--- config.mk ---
export PLATFORM = sky130hd
export DESIGN_NAME = ode_io_sequencer
export DESIGN_NICKNAME = d
export VERILOG_FILES = /design/src/rtl/ode_io_sequencer.sv
export SDC_FILE = /design/constraint.sdc
export NUM_CORES = 1
export LEC_CHECK = 0
export ABC_AREA = 1
export CAP_MARGIN = 10
export CELL_PAD_IN_SITES_DETAIL_PLACEMENT = 2
export CELL_PAD_IN_SITES_GLOBAL_PLACEMENT = 2
export CORE_ASPECT_RATIO = 0.75
export CORE_MARGIN = 10
export CORE_UTILIZATION = 15
export CTS_BUF_LIST = sky130_fd_sc_hd__clkbuf_8 sky130_fd_sc_hd__clkbuf_16
export CTS_CLUSTER_DIAMETER = 30
export CTS_CLUSTER_SIZE = 20
export DETAILED_ROUTE_END_ITERATION = 10
export GPL_ROUTABILITY_DRIVEN = 0
export MAX_ROUTING_LAYER = met4
export PLACE_DENSITY_LB_ADDON = 0.1
export SETUP_SLACK_MARGIN = 0.02
export SLEW_MARGIN = 20
export SYNTH_ARGS = -nofsm -noshare
export SYNTH_HDL_FRONTEND = slang
export SYNTH_SLANG_ARGS = --single-unit
--- constraint.sdc ---
create_clock -name CLK -period 5.42 [get_ports CLK]
set_input_delay 1.355 -clock CLK [delete_from_list [all_inputs] [get_ports CLK]]
set_output_delay 1.355 -clock CLK [all_outputs]
set_load 0.03 [all_outputs]
--- src/rtl/ode_io_sequencer.sv ---
// ode_io_sequencer
// ----------------
// Phase controller for one ODE solve. A host request walks the design through
// three phases: the IO block loads the shared RAM, the solver computes in it,
// and the IO block sends the results out. This block raises the request strobes
// for each phase and waits for the matching done input. It also steers the
// single RAM's write and read ports to whichever agent owns the current phase.
// A watchdog bounds every wait state. A host abort or a reset returns the
// controller to idle.
//
// Ports
//   CLK, RST                    clock (rising edge), synchronous active-high reset
//   Host_Start, Abort           host request / cancel
//   INT, Load_Process           IO request strobe; Load_Process=1 load, 0 send
//   Done_Loading, Done_Sending  IO block completion inputs
//   Solver_Start, Solver_Done   solver start strobe / completion input
//   IO_*, Solver_*              candidate RAM write/read port signals per agent
//   RAM_*                       muxed RAM port driven to the memory
//   Busy, Phase                 status: not idle / 0 idle, 1 load, 2 solve, 3 send
//   Timeout_Error               sticky watchdog flag, cleared by the next start
//   Cycle_Done                  one-cycle pulse on successful completion
module ode_io_sequencer #(
    parameter int ADDRESS_WIDTH = 13,
    parameter int DATA_WIDTH    = 64,
    parameter int TIMEOUT_WIDTH = 20
) (
    input  logic                     CLK,
    input  logic                     RST,
    input  logic                     Host_Start,
    input  logic                     Abort,
    output logic                     INT,
    output logic                     Load_Process,
    input  logic                     Done_Loading,
    input  logic                     Done_Sending,
    output logic                     Solver_Start,
    input  logic                     Solver_Done,
    input  logic                     IO_WR_En,
    input  logic [ADDRESS_WIDTH-1:0] IO_Address_WR,
    input  logic [DATA_WIDTH-1:0]    IO_Data_WR,
    input  logic [ADDRESS_WIDTH-1:0] IO_Address_RD_A,
    input  logic [ADDRESS_WIDTH-1:0] IO_Address_RD_B,
    input  logic                     Solver_WR_En,
    input  logic [ADDRESS_WIDTH-1:0] Solver_Address_WR,
    input  logic [DATA_WIDTH-1:0]    Solver_Data_WR,
    input  logic [ADDRESS_WIDTH-1:0] Solver_Address_RD_A,
    input  logic [ADDRESS_WIDTH-1:0] Solver_Address_RD_B,
    output logic                     RAM_WR_En,
    output logic [ADDRESS_WIDTH-1:0] RAM_Address_WR,
    output logic [DATA_WIDTH-1:0]    RAM_Data_WR,
    output logic [ADDRESS_WIDTH-1:0] RAM_Address_RD_A,
    output logic [ADDRESS_WIDTH-1:0] RAM_Address_RD_B,
    output logic                     Busy,
    output logic [1:0]               Phase,
    output logic                     Timeout_Error,
    output logic                     Cycle_Done
);

    typedef enum logic [2:0] {
        IDLE,
        LOAD_REQ,
        LOADING,
        SOLVE_REQ,
        SOLVING,
        SEND_REQ,
        SENDING,
        DONE
    } state_t;

    // The counter holds the number of completed cycles in the current wait
    // state. The terminal cycle is the one whose increment would reach
    // all-ones, so a wait state lasts at most 2^TIMEOUT_WIDTH-1 cycles.
    localparam logic [TIMEOUT_WIDTH-1:0] WD_LAST = {{(TIMEOUT_WIDTH-1){1'b1}}, 1'b0};

    state_t                   state;
    state_t                   state_nxt;
    logic [TIMEOUT_WIDTH-1:0] wd_cnt;
    logic                     wd_last;
    logic                     wd_trip;
    logic                     in_wait;
    logic                     solver_owns;

    assign in_wait = (state == LOADING) || (state == SOLVING) || (state == SENDING);
    assign wd_last = (wd_cnt == WD_LAST);

    // Next-state selection. Priority, highest first: abort, then the exit
    // condition of the wait state, then the watchdog.
    always_comb begin
        state_nxt = state;
        wd_trip   = 1'b0;
        case (state)
            IDLE:      if (Host_Start) state_nxt = LOAD_REQ;
            LOAD_REQ:  state_nxt = LOADING;
            LOADING: begin
                if (Done_Loading) state_nxt = SOLVE_REQ;
                else if (wd_last) wd_trip = 1'b1;
            end
            SOLVE_REQ: state_nxt = SOLVING;
            SOLVING: begin
                if (Solver_Done) state_nxt = SEND_REQ;
                else if (wd_last) wd_trip = 1'b1;
            end
            SEND_REQ:  state_nxt = SENDING;
            SENDING: begin
                if (Done_Sending) state_nxt = DONE;
                else if (wd_last) wd_trip = 1'b1;
            end
            DONE:      state_nxt = IDLE;
            default:   state_nxt = IDLE;
        endcase
        if ((state != IDLE) && Abort) begin
            state_nxt = IDLE;
            wd_trip   = 1'b0;
        end else if (wd_trip) begin
            state_nxt = IDLE;
        end
    end

    // The control outputs are decoded from the next state and registered, so
    // each one is a clean Moore function of the current state.
    always_ff @(posedge CLK) begin
        if (RST) begin
            state         <= IDLE;
            wd_cnt        <= '0;
            Timeout_Error <= 1'b0;
            INT           <= 1'b0;
            Load_Process  <= 1'b0;
            Solver_Start  <= 1'b0;
            Cycle_Done    <= 1'b0;
            Busy          <= 1'b0;
            Phase         <= 2'd0;
        end else begin
            state  <= state_nxt;
            // The counter sits at zero outside the wait states, so it is
            // already clear on entry to a wait state.
            wd_cnt <= in_wait ? wd_cnt + 1'b1 : '0;
            if (wd_trip)
                Timeout_Error <= 1'b1;
            else if ((state == IDLE) && Host_Start)
                Timeout_Error <= 1'b0;
            INT          <= (state_nxt == LOAD_REQ) || (state_nxt == SEND_REQ);
            Load_Process <= (state_nxt == LOAD_REQ) || (state_nxt == LOADING);
            Solver_Start <= (state_nxt == SOLVE_REQ);
            Cycle_Done   <= (state_nxt == DONE);
            Busy         <= (state_nxt != IDLE);
            case (state_nxt)
                LOAD_REQ, LOADING:  Phase <= 2'd1;
                SOLVE_REQ, SOLVING: Phase <= 2'd2;
                SEND_REQ, SENDING:  Phase <= 2'd3;
                default:            Phase <= 2'd0;
            endcase
        end
    end

    // RAM ownership follows the registered state. Write enables are passed
    // through only in the owner's active wait state. The request-strobe
    // cycles never write.
    assign solver_owns = (state == SOLVE_REQ) || (state == SOLVING);

    always_comb begin
        RAM_WR_En = 1'b0;
        if (state == LOADING)
            RAM_WR_En = IO_WR_En;
        else if (state == SOLVING)
            RAM_WR_En = Solver_WR_En;
        RAM_Address_WR   = solver_owns ? Solver_Address_WR   : IO_Address_WR;
        RAM_Data_WR      = solver_owns ? Solver_Data_WR      : IO_Data_WR;
        RAM_Address_RD_A = solver_owns ? Solver_Address_RD_A : IO_Address_RD_A;
        RAM_Address_RD_B = solver_owns ? Solver_Address_RD_B : IO_Address_RD_B;
    end

endmodule

; Word-level counts from Yosys, hierarchy flattened
; Index checks and enable logic that the tools add are counted.
[word_totals]
out_inout_bits = 112
elab_cells = 63
ff_bits = 31
in_bits = 215
[op_classes]
n_eq_ne = 15
n_addsub = 1
n_mux = 22
reduce_logical = 15
bitwise = 1
[op_table]
columns = op, n
row1 = 64-bit 2-to-1 mux, 1
row2 = 13-bit 2-to-1 mux, 3
row3 = "3-bit == test, second input constant", 8
row4 = 3-bit one-hot mux with 8 select lines, 1
row5 = "20-bit by 1-bit adder with 20-bit output, second input constant", 1
row6 = "20-bit == test, second input constant", 1
row7 = 3-bit 2-to-1 mux, 6
row8 = "3-bit by 2-bit == test with 1-bit output, second input constant", 4
row9 = 1-bit 2-to-1 mux, 9
row10 = 2-bit OR reduction, 4
row11 = "3-bit by 1-bit == test with 1-bit output, second input constant", 2
row12 = 2-bit one-hot mux with 3 select lines, 1
row13 = 3-bit nonzero test, 2
row14 = 1-bit logical OR, 5
row15 = 3-bit logical NOT, 1
row16 = 1-bit one-hot mux with 3 select lines, 1
row17 = 1-bit logical AND, 2
row18 = 2-bit nonzero test, 1
row19 = 1-bit inverter, 1

; Logic depth before layout (Yosys ltp)
; Gate-level depths: netlist (run 1).
[logic_depth]
word_depth = 9
ltp_mapped = 12
depth_no_buf = 12

; Worst setup path after synthesis (run 1)
; OpenSTA, ideal clock, no wires.
[synth_path]
path_kind = input to output
start = input port IO_Address_RD_A[12]
end = output port RAM_Address_RD_A[12]
t_arrival_ns = 1.769
setup_slack_ns = 2.296
required_time_ns = 4.065
cell_stages = 1
path_buffers = 0
path_cell_list = mux2_1
[synth_between]
elab_chain_cells = 1
[synth_rtl]
columns = item, line
row1 = start: declaration, 40  ; input logic [ADDRESS_WIDTH-1:0] IO_Address_RD_A,
row2 = 13-bit 2-to-1 mux, 167  ; RAM_Address_RD_A = solver_owns ? Solver_Address_RD_A : IO_Address_RD_A;
row3 = end: declaration, 50  ; output logic [ADDRESS_WIDTH-1:0] RAM_Address_RD_A,
; No other way between the ends.

; Worst setup path after layout (run 1)
[layout_path]
start = register state[2]
end = output port RAM_Address_RD_A[0]
[layout_between]
elab_chain_cells = 3
elab_cells_between_ends = 4
classes_between = 2 x eq/ne / 1 x mux / 1 x reduce/logical
[layout_rtl]
columns = item, line
row1 = start: declaration, 74  ; state_t state;
row2 = start signal: assignment, 132  ; state <= state_nxt;
row3 = 3-bit by 2-bit == test with 1-bit output or 3-bit == test (tied branches), 157  ; assign solver_owns = (state == SOLVE_REQ) || (state == SOLVING);
row4 = 1-bit logical OR (*), 157
row5 = 13-bit 2-to-1 mux (*), 167
; Every way passes the cells marked *; elsewhere a longest branch is shown, timed or not.

==> reports/results.ini, run 1 <==
[sta]
grt_setup_unrepaired = false
clock.fmax_ghz = 0.2193
post-route-period-util_pct = 84.14
hold_violations = 0
slew_headroom_pct = 56.93
worst_hold_slack_ns = 0.4697
clock_skew_ns = 0.005861
slew_viol_final = 0
fin_setup_tns_ns = 0
period_needed_ns = 4.560
setup_violations = 0
worst-slew-pin-transition_ns = 0.6445

[synth]
synth_top_flop_cell = dfxtp_1
muxShareOfSynthArea_pct = 47.34
yosysTopAreaCellShare_pct = 34.97
yosys_warnings = 0
synth_xor_area_share_pct = 1.749
synthAdderAreaFrac_pct = 0.8326
netlist_area_sq_mm = 0.003005
avgSynthCellArea_sq_um = 9.135
synthSimpleGateAreaFrac_pct = 17.24
yosysTopAreaCell = mux2_4
synth_seq_cells = 31
synth_edf_count = 0
syn_inst = 329
netlist_top_cells_count = 70 x mux2_4, 45 x nand2_1, 38 x nor2_1
synth_compound_area_share_pct = 4.038
synth_top_cells_by_area = mux2_4 35%, dfxtp_1 21%, mux2_2 7.5%, nand2_1 5.6%, mux2_1 4.9%
ys_types = 32
yosys.cell_count.top_type = mux2_4
async_flop_share_pct = 0
seq_area_frac_synth_pct = 20.65
synth_top_family_by_area = multiplexers
syn-num-nets = 546

[grt]
gr-total-overflow = 0
grtUsageMet1_pct = 20.41
grt_max_degree = 40
met3_usage_pct = 6.122
grtUsageMet2_pct = 30.39
first_global_vias = 3974
grt-busiest-layer = met2
grt_util_all_layers_pct = 17.91
antenna_found_initial = 12
grt_pass1_wl_um = 32610

[die]
num_rows = 44
io_pins = 327
start_util_pct = 15.38
die_x_um = 183.4
die_y_um = 142.6
die_area_sq_mm = 0.02616
core_sq_mm = 0.01954

[layout]
multiInputGateArea_sq_mm = 0.002140
regArea_sq_um = 620.6
area_growth_syn_to_layout_pct = 122.3
fillers = 2140
fin_cells = 916
fin_nets = 869
drive_above_1_share_pct = 15.93

[setup_path]
start_kind = register
required_ns = 4.07
crit_arrival_ns = 3.21
r2r-end = Busy$_SDFF_PP0_
r2r-start = wd_cnt[10]$_SDFF_PP0_
worstSetupEndpointType = primary output
crit_path_max_fanout = 37
r2r_setup_slack_ns = 3.53
ff2ff_path_depth = 9
crit_end = RAM_Address_RD_A[0]
critPathKind = reg -> out
critPathLaunch = state[2]$_SDFF_PP0_

[clock_tree]
htree_levels = 2
cts_root_buffer = clkbuf_16
numClockSinks = 31
post_cts_buffers = 0
cts_resized = 0
cts_made_buffers = 5
clk_latency_ns = 0.28
cts_tree = yes
clockBufferDepth = 2
clkSlewWorstSetupHoldPaths_ns = 0.06
cts-hold-fix-buffers = 0

[outcome]
status = finished clean

[routing]
via_per_inst = 4.076
wl_per_cell_um = 26.54
dr.pass1.iters = 4
drt_iter0_drc = 102
vias = 3734
antenna_left = 0
finalWirelength_um = 24310
drcViolationCount = 0

[power_and_ir_drop]
leakagePower_nw = 2.798
power_uw = 968.2
peakVddDrop_uv = 141.2
power_density_mw_per_mm2 = 144.9

[worst_hold_path]
hold_class = reg -> reg

[placement]
dpl.cell_count = 898
numPortBuffers = 326
dpl.hpwl_um = 21720

[flow_run]
maxCapViolations = 0

report_power, final:
part / leakage [nW] / switching, mW / internal [mW]
logic: 2.47 / 0.193 / 0.269
registers: 0.251 / 0.00245 / 0.233
clock network: 0.0762 / 0.105 / 0.166
cells in the final DEF (no fill, tap or decap), types with 5 or more instances in the layout:
master / netlist / final
nand4_1: 6 / 6
xor2_1: 5 / 5
mux2_4: 70 / 70
a21oi_1: 9 / 9
diode_2: 0 / 10
nor3_1: 8 / 8
dfxtp_1: 31 / 31
nand3_1: 15 / 15
mux2_2: 20 / 20
nor2_1: 38 / 38
mux2_1: 13 / 13
clkbuf_16: 0 / 5
clkdlybuf4s50_1: 0 / 326
nand2_1: 45 / 45
inv_1: 32 / 34
logic make-up (layout without fill, tap and decap cells):
logic type,Yosys count,in the layout
AND/OR/NAND/NOR,120,120
other,0,10
XOR/XNOR,6,6
flip-flops,31,31
adder cells (fa/ha/maj),2,2
buffers and inverters,48,372
AO/OA/AOI/OAI,19,19
multiplexers,103,103
worst min-delay path by stage:
| stage | cells after the start | from | to |
|---|---|---|---|
| after floorplan | 1 | wd_cnt[0]$_SDFF_PP0_ | wd_cnt[0]$_SDFF_PP0_ |
| after global placement | 1 | wd_cnt[0]$_SDFF_PP0_ | wd_cnt[0]$_SDFF_PP0_ |
| after detailed placement | 1 | wd_cnt[0]$_SDFF_PP0_ | wd_cnt[0]$_SDFF_PP0_ |
| after CTS | 1 | wd_cnt[0]$_SDFF_PP0_ | wd_cnt[0]$_SDFF_PP0_ |
| after global routing | 1 | wd_cnt[0]$_SDFF_PP0_ | wd_cnt[0]$_SDFF_PP0_ |
| final | 1 | wd_cnt[0]$_SDFF_PP0_ | wd_cnt[0]$_SDFF_PP0_ |
registers in the layout, summed over array words and instances (netlist names):
register       cells
INT                1
Phase              2
Cycle_Done         1
Load_Process       1
Busy               1
Solver_Start       1
wd_cnt            20
state              3
Timeout_Error      1
per-layer routing:
metal | routed length, um | vias up
met5 | 0 | -
met4 | 187 | 0
met3 | 1860 | 14
met2 | 12010 | 119
met1 | 10250 | 1826
li1 | - | 1775
critical path, cell delays in order (launching register included):
cell and delay (ns):
dfxtp_1 0.64, inv_2 0.12, nand2_1 0.13, a21boi_4 0.57, buf_12 0.36, mux2_4 0.33, clkdlybuf4s50_1 0.73
area by class of cell:
| class | instances | share of cell area [%] |
|---|---|---|
| clock inverters | 3 | 0.1873 |
| inverters | 35 | 1.966 |
| repair buffers | 329 | 49.55 |
| well taps | 253 | 4.738 |
| clock buffers | 5 | 1.873 |
| diodes | 10 | 0.3745 |
| flip-flops and latches | 31 | 9.288 |
| multi-input cells | 250 | 32.02 |
metrics by stage:
step | setup slack, ns | utilization, % | area, sq um
6_report | 0.8596 | 34.19 | 6681
5_1_grt | 0.6545 | 34.19 | 6681
3_5_place_dp | 1.116 | 33.35 | 6519
4_1_cts | 0.8050 | 34.06 | 6656
3_3_place_gp | 1.154 | 33.35 | 6519
2_1_floorplan | 2.296 | - | 3005
No activity file was read; power rests on OpenSTA's default activity.
==> run 2: changes to the inputs <==
- CORE_UTILIZATION: 15 -> 12
- clock period: 5.42 -> 4 ns (I/O delays scaled with it)
==> run 2 against run 1 <==
First-iteration DRC count did not move. Sequential share of layout area fell by 0.16 points. Sequential power rose by 35%. Via count fell by 1.3%. Count of clock-buffer cells in the layout did not move. Critical path depth rose by 2. Core utilization fell by 6.7 points. Critical path type unchanged.
==> reports/results.ini, run 2 (synthesis results as in run 1) <==
[die]
num_rows = 50  ; +14%
start_util_pct = 12.13  ; -3.2 points
die_y_um = 157.1  ; +10%
io_pins = 327  ; unchanged
die_area_sq_mm = 0.03184  ; +22%
core_sq_mm = 0.02477  ; +27%
die_x_um = 202.7  ; +11%

[grt]
gr-total-overflow = 0  ; unchanged
first_global_vias = 3984  ; +0.25%
grt_pass1_wl_um = 32880  ; +0.82%
antenna_found_initial = 12  ; unchanged
grt_util_all_layers_pct = 14.92  ; -3.0 points
grt_max_degree = 32  ; -20%

[layout]
final_common_cell = clkdlybuf4s50_1
fin_nets = 871  ; +0.23%
regMostFlops = wd_cnt
fin_cells = 1006  ; +9.8%
layout_common_cells = 313 x clkdlybuf4s50_1, 70 x mux2_4, 45 x nand2_1
area_growth_syn_to_layout_pct = 126.6
largest_reg_flops = 20  ; unchanged
reg_top3 = wd_cnt: 20 flops, state: 3 flops, Phase: 2 flops
drive_above_1_share_pct = 18.63  ; +2.7 points

[sta]
clock_skew_ns = 0.005671  ; -0.0001908 ns
fin_setup_tns_ns = 0  ; unchanged
slew_viol_final = 0  ; unchanged
post-route-period-util_pct = 92.51
hold_violations = 0  ; unchanged
setup_violations = 0  ; unchanged
period_needed_ns = 3.700
clock.fmax_ghz = 0.2702
slew_headroom_pct = 69.05  ; +12 points
worst-slew-pin-transition_ns = 0.4628  ; -0.1817 ns
grt_setup_unrepaired = false

[setup_path]
slowest_stage = clkdlybuf4s50_1
required_ns = 3.00  ; -1.07 ns
crit_arrival_ns = 2.70  ; -0.51 ns
worstSetupEndpointType = primary output
crit_path_max_fanout = 29  ; -22%
start_kind = register
crit_buf_inv = 4  ; +1
crit_top_cell = nand2_1
critPathKind = reg -> out
critical-path-top-delay-family = buffers and inverters
max_stage_delay_ns = 0.61  ; -0.12 ns
path_cells = nand2_1 > clkinv_1 > nand2_1 > a21boi_4 > buf_12 > buf_4 > mux2_2 > clkdlybuf4s50_1

[clock_tree]
cts_resized = 0  ; unchanged
post_cts_buffers = 0  ; unchanged
clkSlewWorstSetupHoldPaths_ns = 0.06  ; about the same
clockBufferDepth = 2  ; unchanged
htree_levels = 2  ; unchanged
numClockSinks = 31  ; unchanged
clk_latency_ns = 0.28  ; about the same
cts_root_buffer = clkbuf_16
cts-hold-fix-buffers = 0  ; unchanged
cts_made_buffers = 5  ; unchanged
cts_tree = yes

[power_and_ir_drop]
internal-power_uw = 970.2  ; +45%
p_comb_share_pct = 44.9  ; -2.8 points
switching_share_pct = 29.62  ; -1.4 points
clkPwrFrac_pct = 32.0  ; +4.0 points
seqPwrFrac_pct = 23.1  ; -1.2 points
leakagePower_nw = 2.827  ; +1.0%
power_density_mw_per_mm2 = 202.4  ; +40%
peakVddDrop_uv = 166.1  ; +18%
power_switching_uw = 408.3  ; +36%

[placement]
dpl.cell_count = 985  ; +9.7%
numPortBuffers = 326  ; unchanged
dpl.hpwl_um = 21980  ; +1.2%

[routing]
vias = 3686  ; -1.3%
dr.pass1.iters = 4  ; unchanged
wl_per_cell_um = 24.08  ; -9.2%
via_per_inst = 3.664  ; -10%
antenna_left = 0  ; unchanged
finalWirelength_um = 24230  ; -0.33%
drt_iter0_drc = 102  ; unchanged
drcViolationCount = 0  ; unchanged

[flow_run]
maxCapViolations = 0  ; unchanged

[worst_hold_path]
hold_class = reg -> reg

[outcome]
status = finished clean

-- run 2: cell count changes in the layout (fill, tap and decap cells not counted) --
cell,before,now
clkdlybuf4s50_1,326,313
inv_1,34,32
buf_4,1,16
dfxtp_2,0,1
diode_2,10,13
dfxtp_1,31,30
bufinv_16,0,1
clkinv_4,0,1
-- run 2: power by group through the flow --
stage | registers, mW | clock network, mW | logic (mW)
after CTS | 0.318 | 0.457 | 0.626
after global routing | 0.319 | 0.473 | 0.648
after floorplan | 0.334 | 0 | 0.246
after global placement | 0.325 | 0 | 0.619
final | 0.318 | 0.441 | 0.620
after detailed placement | 0.325 | 0 | 0.624
-- run 2: per-layer routing --
| layer | track usage, % | vias up | wire length (um) |
|---|---|---|---|
| met5 | - | - | 0 |
| met4 | 3.331 | 0 | 268 |
| met3 | 6.574 | 8 | 1902 |
| met2 | 25.14 | 138 | 11900 |
| met1 | 15.98 | 1756 | 10160 |
| li1 | - | 1784 | - |
-- run 2: layout make-up --
class / count / area, sq um
fill: 2797 / 17960
tap: 338 / 422.9
clock inverter: 3 / 43.79
sequential: 31 / 621.8
clock buffer: 5 / 125.1
timing repair buffer: 331 / 3293
multi-input combinational: 250 / 2140
antenna: 13 / 32.53
inverter: 35 / 131.4
-- run 2: through the flow --
stage / utilization, % / instance area [sq um] / setup slack [ns] / total power, mW / hold slack [ns]
floorplan: - / 3005 / 1.500 / 0.5797 / 0.4297
finish: 27.49 / 6810 / 0.2996 / 1.378 / 0.4650
detailed placement: 26.67 / 6608 / 0.4534 / 0.9490 / 0.4586
global route: 27.48 / 6808 / 0.1596 / 1.440 / 0.4889
CTS: 27.35 / 6777 / 0.1355 / 1.401 / 0.4671
global placement: 26.67 / 6608 / 0.5328 / 0.9439 / 0.4456
-- run 2: final timing paths --
| path | start | to | slack, ns | depth (start not counted) |
|---|---|---|---|---|
| max reg2reg | wd_cnt[10]$_SDFF_PP0_ | Busy$_SDFF_PP0_ | 2.17 | 9 |
| min | wd_cnt[0]$_SDFF_PP0_ | wd_cnt[0]$_SDFF_PP0_ | 0.47 | 1 |
| max | state[1]$_SDFF_PP0_ | RAM_Address_WR[0] | 0.30 | 8 |
| min reg2reg | wd_cnt[0]$_SDFF_PP0_ | wd_cnt[0]$_SDFF_PP0_ | 0.47 | 1 |
-- run 2: worst register-to-register path, cell delays in order (launching register included) --
cell,delay [ns]
dfxtp_1,0.44
nand2_1,0.12
nor2_1,0.27
nand2_1,0.12
nor2_1,0.18
nand2_1,0.07
nor2_1,0.20
nor2_1,0.13
nand2_1,0.12
nand3_1,0.07
==> run 3: changes to the inputs <==
- CORE_UTILIZATION: 12 -> 14
- CTS_CLUSTER_DIAMETER: 30 -> 50
- clock period: 4 -> 3.68 ns (I/O delays scaled with it)
==> run 3 against run 2 <==
First-iteration DRC count rose by 9.8%. Critical path depth did not move. Design area fell by 0.50%.
==> reports/results.ini, run 3 (synthesis results as in run 1) <==
[layout]
layout_common_cells = 294 x clkdlybuf4s50_1, 70 x mux2_4, 45 x nand2_1
drive_above_1_share_pct = 18.81  ; +0.18 points
reg_top3 = wd_cnt: 20 flops, state: 3 flops, Phase: 2 flops
final_common_cell = clkdlybuf4s50_1
largest_reg_flops = 20  ; unchanged
fin_nets = 871  ; unchanged
fillers = 2367  ; -15%
fin_cells = 951  ; -5.5%
finish.utilization_pct = 32.08  ; +4.6 points
area_growth_syn_to_layout_pct = 125.5
regMostFlops = wd_cnt

[routing]
finalWirelength_um = 23860  ; -1.5%
antenna_left = 0  ; unchanged
wl_per_cell_um = 25.09  ; +4.2%
drcViolationCount = 0  ; unchanged
drt_iter0_drc = 112  ; +9.8%
vias = 3694  ; +0.22%
dr.pass1.iters = 6  ; +2
via_per_inst = 3.884  ; +6.0%

[sta]
post-route-period-util_pct = 95.67
clock_skew_ns = 0.005198  ; -0.0004723 ns
setup_violations = 0  ; unchanged
worst-slew-pin-transition_ns = 0.4524  ; -0.01032 ns
hold_violations = 0  ; unchanged
period_needed_ns = 3.521
slew_headroom_pct = 69.74  ; +0.69 points
clock.fmax_ghz = 0.2840
grt_setup_unrepaired = true
fin_setup_tns_ns = 0  ; unchanged
slew_viol_final = 0  ; unchanged

[grt]
grt_pass1_wl_um = 32550  ; -1.0%
grt_max_degree = 35  ; +9.4%
antenna_found_initial = 8  ; -4
grt_util_all_layers_pct = 16.71  ; +1.8 points
first_global_vias = 3970  ; -0.35%
gr-total-overflow = 0  ; unchanged

[clock_tree]
cts_resized = 0  ; unchanged
clkSlewWorstSetupHoldPaths_ns = 0.05  ; about the same
numClockSinks = 31  ; unchanged
htree_levels = 2  ; unchanged
clockBufferDepth = 2  ; unchanged
cts_made_buffers = 5  ; unchanged
cts_root_buffer = clkbuf_16
cts_tree = yes
post_cts_buffers = 0  ; unchanged
clk_latency_ns = 0.28  ; about the same
cts-hold-fix-buffers = 0  ; unchanged

[placement]
dpl.cell_count = 935  ; -5.1%
numPortBuffers = 326  ; unchanged
dpl.hpwl_um = 21420  ; -2.6%

[die]
die_area_sq_mm = 0.02779  ; -13%
start_util_pct = 14.23  ; +2.1 points
io_pins = 327  ; unchanged
num_rows = 46  ; -8.0%
die_x_um = 189.2  ; -6.7%
core_sq_mm = 0.02112  ; -15%
die_y_um = 146.9  ; -6.5%

[outcome]
status = finished clean

[setup_path]
critPathKind = reg -> out
crit_path_max_fanout = 34  ; +17%
start_kind = register
crit_arrival_ns = 2.60  ; -0.10 ns
worstSetupEndpointType = primary output
required_ns = 2.76  ; -0.24 ns

[power_and_ir_drop]
peakVddDrop_uv = 160.3  ; -3.5%
leakagePower_nw = 2.981  ; +5.5%
power_density_mw_per_mm2 = 211.3  ; +4.4%

[flow_run]
maxCapViolations = 0  ; unchanged

[worst_hold_path]
hold_class = reg -> reg

## run 3: cell count changes in the layout (fill, tap and decap cells not counted), sizes merged
cell	before	now
clkdlybuf4s50	313	294
bufinv	1	0
clkinv	3	2
clkbuf	5	6
dlymetal6s2s	0	16
buf	18	21
diode	13	9
## run 3: cell type report
| type | instances | area, sq um | share of cell area, % |
|---|---|---|---|
| Timing Repair Buffer | 331 | 3358 | 49.56 |
| Clock inverter | 1 | 5.005 | 0.07386 |
| Sequential cell | 31 | 620.6 | 9.158 |
| Multi-Input combinational cell | 250 | 2140 | 31.57 |
| Clock buffer | 6 | 138.9 | 2.049 |
| Tap cell | 288 | 360.3 | 5.318 |
| Inverter | 35 | 131.4 | 1.939 |
| Antenna cell | 9 | 22.52 | 0.3323 |
## run 3: path summary, 6_finish.rpt
check | from | endpoint | slack, ns | depth (start not counted)
worst max-delay path | state[1]$_SDFF_PP0_ | RAM_Data_WR[56] | 0.16 | 8
worst max register to register | wd_cnt[10]$_SDFF_PP0_ | Busy$_SDFF_PP0_ | 1.81 | 9
worst min register to register | wd_cnt[0]$_SDFF_PP0_ | wd_cnt[0]$_SDFF_PP0_ | 0.46 | 1
worst min-delay path | wd_cnt[0]$_SDFF_PP0_ | wd_cnt[0]$_SDFF_PP0_ | 0.46 | 1
## run 3: per-stage QoR
step / worst slack, ns / power (mW) / hold WS [ns] / area, sq um
final: 0.1594 / 1.432 / 0.4588 / 6777
after global routing: 0.01656 / 1.494 / 0.4996 / 6774
after CTS: 0.1171 / 1.461 / 0.4712 / 6706
after detailed placement: 0.4168 / 1.033 / 0.4594 / 6563
after global placement: 0.4261 / 1.024 / 0.4460 / 6563
after floorplan: 1.260 / 0.6301 / 0.4297 / 3005
## run 3: critical path, stage by stage (launching register included)
cell	delay, ns
dfxtp_1	0.37
nand2_1	0.11
clkinv_1	0.08
nand2_1	0.08
a21boi_4	0.20
buf_12	0.23
buf_16	0.26
mux2_4	0.33
clkdlybuf4s50_1	0.60
## run 3: routing by layer
metal | global-route usage, % | up-vias | part of all wire [%]
met2 | 29.77 | 119 | 52
met5 | - | - | 0
met4 | 2.257 | 0 | 0.24
met3 | 5.582 | 2 | 5.9
li1 | - | 1780 | -
met1 | 18.09 | 1793 | 42
## run 3: where the power goes
| group | switching, mW | internal (mW) | leakage [nW] | total [mW] |
|---|---|---|---|---|
| sequential | 0.00344 | 0.343 | 0.251 | 0.346 |
| clock | 0.149 | 0.264 | 0.0728 | 0.413 |
| combinational | 0.281 | 0.392 | 2.66 | 0.673 |
| total | 0.434 | 0.998 | 2.98 | 1.43 |
